===== src/rtl/apb_slave_mem.sv =====
// APB3 completer backed by a DEPTH x DATA_WIDTH word memory, with programmable wait states and error response.
// Define APB_SLV_PSTRB_EN to add the APB4 Pstrb port and byte-lane write masking.
module apb_slave_mem #(
   parameter int unsigned ADDR_WIDTH = 8,
   parameter int unsigned DATA_WIDTH = 32,
   parameter int unsigned DEPTH      = 16,
   parameter int unsigned MAX_WAIT   = 7
) (
   input  logic                    Pclk,
   input  logic                    Presetn,
   input  logic                    Psel,
   input  logic                    Penable,
   input  logic                    Pwrite,
   input  logic [ADDR_WIDTH-1:0]   Paddr,
   input  logic [DATA_WIDTH-1:0]   Pwdata,
`ifdef APB_SLV_PSTRB_EN
   input  logic [DATA_WIDTH/8-1:0] Pstrb,
`endif
   input  logic [2:0]              wait_cycles,
   output logic [DATA_WIDTH-1:0]   Prdata,
   output logic                    Pready,
   output logic                    Pslverr
);

   localparam int unsigned STRB_W = DATA_WIDTH / 8;
   localparam int unsigned OFF_W  = $clog2(STRB_W);
   localparam int unsigned IDX_W  = (DEPTH > 1) ? $clog2(DEPTH) : 1;
   localparam int unsigned CNT_W  = (MAX_WAIT > 0) ? $clog2(MAX_WAIT + 1) : 1;

   typedef enum logic [1:0] {
      S_IDLE = 2'd0,
      S_WAIT = 2'd1,
      S_RESP = 2'd2
   } state_e;

   state_e                  state_q, state_d;
   logic [CNT_W-1:0]        cnt_q, cnt_d;
   logic [ADDR_WIDTH-1:0]   addr_q, addr_d;
   logic                    write_q, write_d;
   logic [DATA_WIDTH-1:0]   wdata_q, wdata_d;
   logic                    err_q, err_d;
   logic [DATA_WIDTH-1:0]   prdata_q, prdata_d;
   logic                    pready_q, pready_d;
   logic                    pslverr_q, pslverr_d;
   logic [DATA_WIDTH-1:0]   mem_q [DEPTH];
   logic [DATA_WIDTH-1:0]   mem_d [DEPTH];
   logic [STRB_W-1:0]       wr_strb_c;
   logic [CNT_W-1:0]        wait_sat_c;

`ifdef APB_SLV_PSTRB_EN
   logic [STRB_W-1:0]       strb_q, strb_d;
   assign wr_strb_c = strb_q;
`else
   assign wr_strb_c = {STRB_W{1'b1}};
`endif

   assign Prdata  = prdata_q;
   assign Pready  = pready_q;
   assign Pslverr = pslverr_q;

   function automatic logic [ADDR_WIDTH-1:0] word_idx(input logic [ADDR_WIDTH-1:0] a);
      return a >> OFF_W;
   endfunction

   // Misaligned byte offset or word index beyond the memory.
   function automatic logic addr_bad(input logic [ADDR_WIDTH-1:0] a);
      logic [ADDR_WIDTH-1:0] mask;
      mask = ADDR_WIDTH'(STRB_W - 1);
      return ((a & mask) != '0) || (32'(word_idx(a)) >= DEPTH);
   endfunction

   function automatic logic [DATA_WIDTH-1:0] rd_word(input logic [ADDR_WIDTH-1:0] a);
      return addr_bad(a) ? '0 : mem_q[IDX_W'(word_idx(a))];
   endfunction

   always_comb begin
      if (32'(wait_cycles) > MAX_WAIT) wait_sat_c = CNT_W'(MAX_WAIT);
      else                             wait_sat_c = CNT_W'(wait_cycles);
   end

   always_comb begin
      state_d   = state_q;
      cnt_d     = cnt_q;
      addr_d    = addr_q;
      write_d   = write_q;
      wdata_d   = wdata_q;
      err_d     = err_q;
      prdata_d  = prdata_q;
      pready_d  = pready_q;
      pslverr_d = pslverr_q;
      mem_d     = mem_q;
`ifdef APB_SLV_PSTRB_EN
      strb_d    = strb_q;
`endif
      case (state_q)
         S_IDLE: begin
            // Penable without a preceding setup phase is ignored here.
            if (Psel && !Penable) begin
               addr_d  = Paddr;
               write_d = Pwrite;
               wdata_d = Pwdata;
               err_d   = addr_bad(Paddr);
`ifdef APB_SLV_PSTRB_EN
               strb_d  = Pstrb;
`endif
               if (wait_sat_c == '0) begin
                  pready_d  = 1'b1;
                  pslverr_d = addr_bad(Paddr);
                  if (!Pwrite) prdata_d = rd_word(Paddr);
                  state_d   = S_RESP;
               end else begin
                  cnt_d   = wait_sat_c - CNT_W'(1);
                  state_d = S_WAIT;
               end
            end
         end
         S_WAIT: begin
            if (!Psel) begin
               state_d = S_IDLE;
            end else if (Penable) begin
               if (cnt_q == '0) begin
                  pready_d  = 1'b1;
                  pslverr_d = err_q;
                  if (!write_q) prdata_d = rd_word(addr_q);
                  state_d   = S_RESP;
               end else begin
                  cnt_d = cnt_q - CNT_W'(1);
               end
            end
         end
         S_RESP: begin
            if (!Psel) begin
               pready_d  = 1'b0;
               pslverr_d = 1'b0;
               state_d   = S_IDLE;
            end else if (Penable) begin
               if (write_q && !err_q) begin
                  for (int b = 0; b < STRB_W; b++) begin
                     if (wr_strb_c[b]) mem_d[IDX_W'(word_idx(addr_q))][b*8 +: 8] = wdata_q[b*8 +: 8];
                  end
               end
               pready_d  = 1'b0;
               pslverr_d = 1'b0;
               state_d   = S_IDLE;
            end
         end
         default: begin
            pready_d  = 1'b0;
            pslverr_d = 1'b0;
            state_d   = S_IDLE;
         end
      endcase
   end

   always_ff @(posedge Pclk or negedge Presetn) begin
      if (!Presetn) begin
         state_q   <= S_IDLE;
         cnt_q     <= '0;
         addr_q    <= '0;
         write_q   <= 1'b0;
         wdata_q   <= '0;
         err_q     <= 1'b0;
         prdata_q  <= '0;
         pready_q  <= 1'b0;
         pslverr_q <= 1'b0;
         for (int i = 0; i < DEPTH; i++) mem_q[i] <= '0;
      end else begin
         state_q   <= state_d;
         cnt_q     <= cnt_d;
         addr_q    <= addr_d;
         write_q   <= write_d;
         wdata_q   <= wdata_d;
         err_q     <= err_d;
         prdata_q  <= prdata_d;
         pready_q  <= pready_d;
         pslverr_q <= pslverr_d;
         mem_q     <= mem_d;
      end
   end

`ifdef APB_SLV_PSTRB_EN
   always_ff @(posedge Pclk or negedge Presetn) begin
      if (!Presetn) strb_q <= '0;
      else          strb_q <= strb_d;
   end
`endif

endmodule


===== config.mk =====
export PLATFORM = sky130hd
export DESIGN_NAME = apb_slave_mem
export DESIGN_NICKNAME = d
export VERILOG_FILES = /design/src/rtl/apb_slave_mem.sv
export SDC_FILE = /design/constraint.sdc
export NUM_CORES = 1
export LEC_CHECK = 0
export ABC_AREA = 1
export CELL_PAD_IN_SITES_DETAIL_PLACEMENT = 2
export CELL_PAD_IN_SITES_GLOBAL_PLACEMENT = 2
export CORE_MARGIN = 1.5
export CORE_UTILIZATION = 30
export CTS_BUF_LIST = sky130_fd_sc_hd__clkbuf_16
export DETAILED_ROUTE_END_ITERATION = 12
export PLACE_DENSITY = 0.77
export REMOVE_ABC_BUFFERS = 1
export SLEW_MARGIN = 30
export SYNTH_ARGS = -nofsm -noshare
export SYNTH_HDL_FRONTEND = slang
export SYNTH_SLANG_ARGS = --single-unit

===== constraint.sdc =====
create_clock -name Pclk -period 2.2 [get_ports Pclk]
set_clock_uncertainty 0.05 [all_clocks]
set_input_delay 0.66 -clock Pclk [delete_from_list [all_inputs] [get_ports Pclk]]
set_output_delay 0.66 -clock Pclk [all_outputs]
set_load 0.005 [all_outputs]

# After elaboration in Yosys (flattened, before gate mapping)
# Index checks and enable logic that the tools add are counted.
word_totals:
  mem_count: 0
  word_cells: 135
  rom_bits: 0
  latchBits: 0
  output_inout_bits: 34
  ff_bits: 593
  ramBits: 0
  input_bits: 48
classes:
  shift: 0
  multipliers: 0
  div: 0
  muxes: 68
  addsub: 2
  order_cmp: 5
  eq_ne: 14
  reduce_logical: 19
  bitwise_logic: 2
op_table:
  columns: ["operator", "n"]
  rows:
  - ["$mux 512", 12]
  - ["$bwmux 512", 4]
  - ["$demux 32 s4", 4]
  - ["$mux 32", 14]
  - ["$bmux 32 s4", 2]
  - ["$pmux 32 s2", 1]
  - ["$mux 24", 1]
  - ["$ne 2x2->1 const B", 9]
  - ["$mux 16", 1]
  - ["$reduce_bool 8->1", 2]
  - ["$mux 3", 5]
  - ["$mux 2", 7]
  - ["$ge 6x5->1 const B", 2]
  - ["$mux 1", 12]
  - ["$reduce_and 6->1", 2]
  - ["$ge 5x5->1 const B", 2]
  - ["$not 4->5", 2]
  - ["$ne 3x3->1 const B", 3]
  - ["$mux 8", 1]
  - ["$reduce_and 4->1", 2]
  - ["$reduce_and 8->1", 1]
  - ["$logic_not 3->1", 2]
  - ["$pmux 1 s3", 2]
  - ["$pmux 2 s3", 1]
  - ["11 further kinds", 16]

# Longest topological paths before layout
logic_depth:
  word_depth: 21
  ltp_mapped: 14
  depth_no_buf: 11

# Worst setup path before layout
# No wires, ideal clock.
synth_path:
  path_kind: "input -> register"
  startpoint: "in Paddr[2]"
  endpoint: "reg prdata_q[22] (netlist: Prdata[22])"
  setup_time_ns: 0.117
  path_buffers: 4
  slack_ns: 0.233
  arrival_time_ns: 1.800
  required_ns: 2.033
  cell_stages: 14
  path_cell_list: "buf_4 > buf_6 > inv_1 > buf_2 > buf_4 > nand2_1 > o211ai_1 > nand3_1 > nand3_1 > nand2_1 > nand2_1 > nand2_1 > nand2_1 > nand2_1"
synth_via:
  elab_chain_cells: 9
  word_cells_on_any_way: 11
  cone_classes: "order compare: 1; mux: 8; bitwise: 1; reduce/logical: 1"
synth_lines:
  columns: ["item", "line_no", "source"]
  rows:
  - ["start, declared", "14", "input logic [ADDR_WIDTH-1:0] Paddr,"]
  - ["$not 4->5 (not written as such)", "73", "return addr_bad(a) ? '0 : mem_q[IDX_W'(word_idx(a))];"]
  - ["$bmux 32 s4", "73", null]
  - ["$mux 32 (not written as such) (2 in a row)", "73", null]
  - ["$mux 32 (*)", "73", null]
  - ["$mux 32 (*)", "109", "if (!Pwrite) prdata_d = rd_word(Paddr);"]
  - ["$mux 32 (*)", "106", "if (wait_sat_c == '0) begin"]
  - ["$mux 32 (*)", "98", "if (Psel && !Penable) begin"]
  - ["$pmux 32 s2 (*)", "95", "case (state_q)"]
  - ["end signal, assigned", "174", "prdata_q <= prdata_d;"]
  - ["end, declared", "42", "logic [DATA_WIDTH-1:0] prdata_q, prdata_d;"]
# Every way passes the cells marked *; elsewhere a longest branch is shown, timed or not. The select of a mux whose other input is x is not followed.
# A chain may end at the register's enable or synchronous reset.

# Final worst setup path
layout_path:
  startpoint: "reg addr_q[3]"
  endpoint: "reg mem_q[85] in the netlist's numbering"
layout_via:
  elab_chain_cells: 18
  word_cells_on_any_way: 25
  cone_classes: "order compare: 2; mux: 21; bitwise: 1; reduce/logical: 1"
layout_lines:
  columns: ["item", "line_no", "source"]
  rows:
  - ["start, declared", "38", "logic [ADDR_WIDTH-1:0] addr_q, addr_d;"]
  - ["start signal, assigned", "170", "addr_q <= addr_d;"]
  - ["$not 4->5 (not written as such) (*)", "139", "if (wr_strb_c[b]) mem_d[IDX_W'(word_idx(addr_q))][b*8 +: 8] = wdata_q[b*8 +: 8];"]
  - ["$demux 32 s4", "139", null]
  - ["$bwmux 512", "139", null]
  - ["$mux 512", "137", "if (write_q && !err_q) begin"]
  - ["$mux 512", "136", "end else if (Penable) begin"]
  - ["$mux 512", "132", "if (!Psel) begin"]
  - ["$mux 512", "95", null]
  - ["$bwmux 512", "139", null]
  - ["[... 2 more ...]", null, null]
  - ["$mux 512", "132", null]
  - ["$mux 512", "95", null]
  - ["$bwmux 512", "139", null]
  - ["$mux 512", "137", null]
  - ["$mux 512", "136", null]
  - ["$mux 512", "132", null]
  - ["$mux 512", "95", null]
  - ["$bwmux 512 (*)", "139", null]
  - ["end signal, assigned", "177", "mem_q <= mem_d;"]
  - ["end, declared", "45", "logic [DATA_WIDTH-1:0] mem_q [DEPTH];"]
# Marks and branches as above.

==> results.sh <==
export IMPL_clk_latency_ns=0.66
export IMPL_synth_area_leaders="dfrtp_1 45%, nand2_1 23%, o21ai_0 10%"
export IMPL_stdcell_count=6222
export IMPL_max_freq_mhz=473.5
export IMPL_grt_max_degree=76
export IMPL_fp_dieH_um=333.6
export IMPL_yosys_warnings=0
export IMPL_drc_errors=0
export IMPL_p_leak_nw=17.86
export IMPL_cap_violations=0
export IMPL_placed_area_sq_mm=0.03676
export IMPL_r2r_slack_ns=0.09
export IMPL_clk_pin_slew_worst_paths_ns=0.06
export IMPL_grt_usage=0.2495
export IMPL_numPortBuffers=81
export IMPL_die_w_um=333.6
export IMPL_routedWlPerCell_um=22.19
export IMPL_p_per_area_mw_per_mm2=908.5
export IMPL_synth_top_area_share=0.4525
export IMPL_gp_congestion=0.7932
export IMPL_initial_utilization=0.3017
export IMPL_ys_types=30
export IMPL_synth_area_sq_mm=0.03279
export IMPL_slew_viol_final=0
export IMPL_path_max_fanout=34
export IMPL_worst_path_buf_inv=2
export IMPL_cp_end_kind="register"
export IMPL_min_path_type="register to register"
export IMPL_ir_worst_vdd_uv=711.4
export IMPL_crit_slowest_cell="dfrtp_4"
export IMPL_post_dp_hpwl_um=88440
export IMPL_fin_crit_ns=2.112
export IMPL_synth_seq_cells=593
export IMPL_final_hold_viol_count=0
export IMPL_rows=121
export IMPL_syn_avg_cell_area_sq_um=6.955
export IMPL_htreeDepth=3
export IMPL_cts_tree="done"
export IMPL_grt_overflow=0
export IMPL_grt_pass1_wl_um=216400
export IMPL_drt_initial_drc_count=1750
export IMPL_power_mw=35.62
export IMPL_final_period_utilization=0.9599
export IMPL_grt_pass1_vias=36130
export IMPL_rsz0062_at_grt="no"
export IMPL_setup_tns_ns=0
export IMPL_cp_top_family="simple AND/OR/NAND/NOR gates"
export IMPL_routed_via_density=5.275
export IMPL_cts_made_buffers=76
export IMPL_wl_um=138100
export IMPL_worst_ep_required_time_ns=2.69
export IMPL_antenna_cells=0
export IMPL_dieArea_sq_mm=0.1113
export IMPL_synthDominantAreaCellType="dfrtp_1"
export IMPL_met2_usage=0.4383
export IMPL_met1_usage=0.3194
export IMPL_finalNetCount=4797
export IMPL_crit_arrival_ns=2.60
export IMPL_status="finished, final reports clean"
export IMPL_ant_nets=0
export IMPL_use_met3=0.02849
export IMPL_critical_path_max_stage_delay_ns=0.55
export IMPL_synth_cells=4715
export IMPL_vias=32820
export IMPL_clockBufferDepth=3
export IMPL_fillers=12700
export IMPL_finalSetupViolCount=0
export IMPL_path_cells="buf_4 > nor2_4 > nand3_1 > buf_12 > o21ai_0"
export IMPL_clockRootBuffer="clkbuf_16"
export IMPL_core_sq_mm=0.1087
export IMPL_hold_ws_ns=0.4295
export IMPL_busiest_layer="met2"
export IMPL_areaGrowthSynthToFinish_pct=19.55
export IMPL_start_kind="register"
export IMPL_num_io_pins=82
export IMPL_slew_headroom=0.4873
export IMPL_critPathKind="register to register"
export IMPL_cts_sinks=593
export IMPL_drt_pass1_iterations=5
export IMPL_dp_cells=6071
export IMPL_ys_seq_area_frac=0.4525
export IMPL_worstMarginPinSlew_ns=0.7682
export IMPL_final_area_sq_mm=0.03920
export IMPL_antenna_found_initial=3
export IMPL_drive_above_1_share=0.09339
[layout make-up]
class | instances | area, sq um | share of cell area
multi-input combinational | 3417 | 15020 | 0.3831
sequential | 593 | 14850 | 0.3787
timing repair buffer | 304 | 3834 | 0.09779
clock buffer | 78 | 1952 | 0.04979
tap | 1414 | 1769 | 0.04513
inverter | 356 | 1354 | 0.03453
clock inverter | 60 | 426.7 | 0.01088
[what timing repair did]
action	4_1_cts	5_1_grt
setup buffers	12	0
resized for setup	36	1
endpoints found under the setup margin	35	1
endpoints found under the hold margin	16	0
hold buffers	1	0
[synth_stat cells, drive strengths merged]
cell type  count
xor2           1
buf          152
nor3           5
a22oi          1
inv          354
o21ai        973
clkinv         2
a21oi         33
nor2          90
nand2       2032
clkbuf       197
o221ai         2
nand4          1
o211ai        41
o31ai          1
ha             1
nand3        236
dfrtp        593
[per-stage QoR]
step | utilization | worst slack [ns]
5_1_grt | 0.3607 | 0.001332
6_report | 0.3607 | 0.08825
3_5_place_dp | 0.3382 | -0.5227
4_1_cts | 0.3607 | 0.04876
2_1_floorplan | - | -7.578
3_3_place_gp | 0.3382 | -0.3697
[path summary, 6_finish.rpt]
check | from | end | cells past startpoint
max | addr_q[3] | mem_q[85] | 5
min in group asynchronous | Presetn | addr_q[4] | 2
min | Prdata[16] | Prdata[16] | 2
min reg2reg | Prdata[16] | Prdata[16] | 2
max in group asynchronous | Presetn | mem_q[505] | 4
max reg2reg | addr_q[3] | mem_q[85] | 5
[power by group]
group	internal [mW]	leakage, nW	total [mW]	switching (mW)
clock	7.02	1.24	12.3	5.30
combinational	2.52	8.43	10.7	8.17
sequential	11.9	8.19	12.6	0.695
[sequential cells by signal (all words and copies together), names as in the netlist]
signal / cells
addr_q: 8
cnt_q: 3
write_q: 1
Pslverr: 1
Pready: 1
err_q: 1
state_q: 2
wdata_q: 32
mem_q: 512
Prdata: 32
[tightest hold or removal path, cell delays in order, from the launching register on]
cell and delay (ns):
dfrtp_1 0.34, nand2_1 0.05, nand2_1 0.06
[cells by family (layout without fill, tap and decap cells)]
family                     after synthesis  after routing  synth area share
and+or+nand+nor                       2364           2364            0.2839
AOI/OAI and AO/OA                     1051           1051            0.1711
buffers and inverters                  705            798           0.09187
DFF                                    593            593            0.4525
adders and majority gates                1              1         0.0003815
xor gates and xnor gates                 1              1         0.0002671
[cells in the final DEF (no fill, tap or decap), drive strengths merged, types with 32 or more instances in the layout]
cell and count:
dlygate4sd2 34, o21ai 973, clkdlybuf4s50 42, inv 377
dfrtp 593, buf 227, clkinv 32, o211ai 41
nor2 90, nand3 236, a21oi 33, nand2 2032
clkbuf 78
[routing by layer]
metal | vias up | part of all wire | wire length, um
met3 | 246 | 0.037 | 5114
met1 | 16940 | 0.44 | 61330
met2 | 603 | 0.49 | 67710
met4 | 0 | 0.028 | 3894
li1 | 15030 | - | -
met5 | - | 0 | 0
No activity file was read; power rests on OpenSTA's default activity.
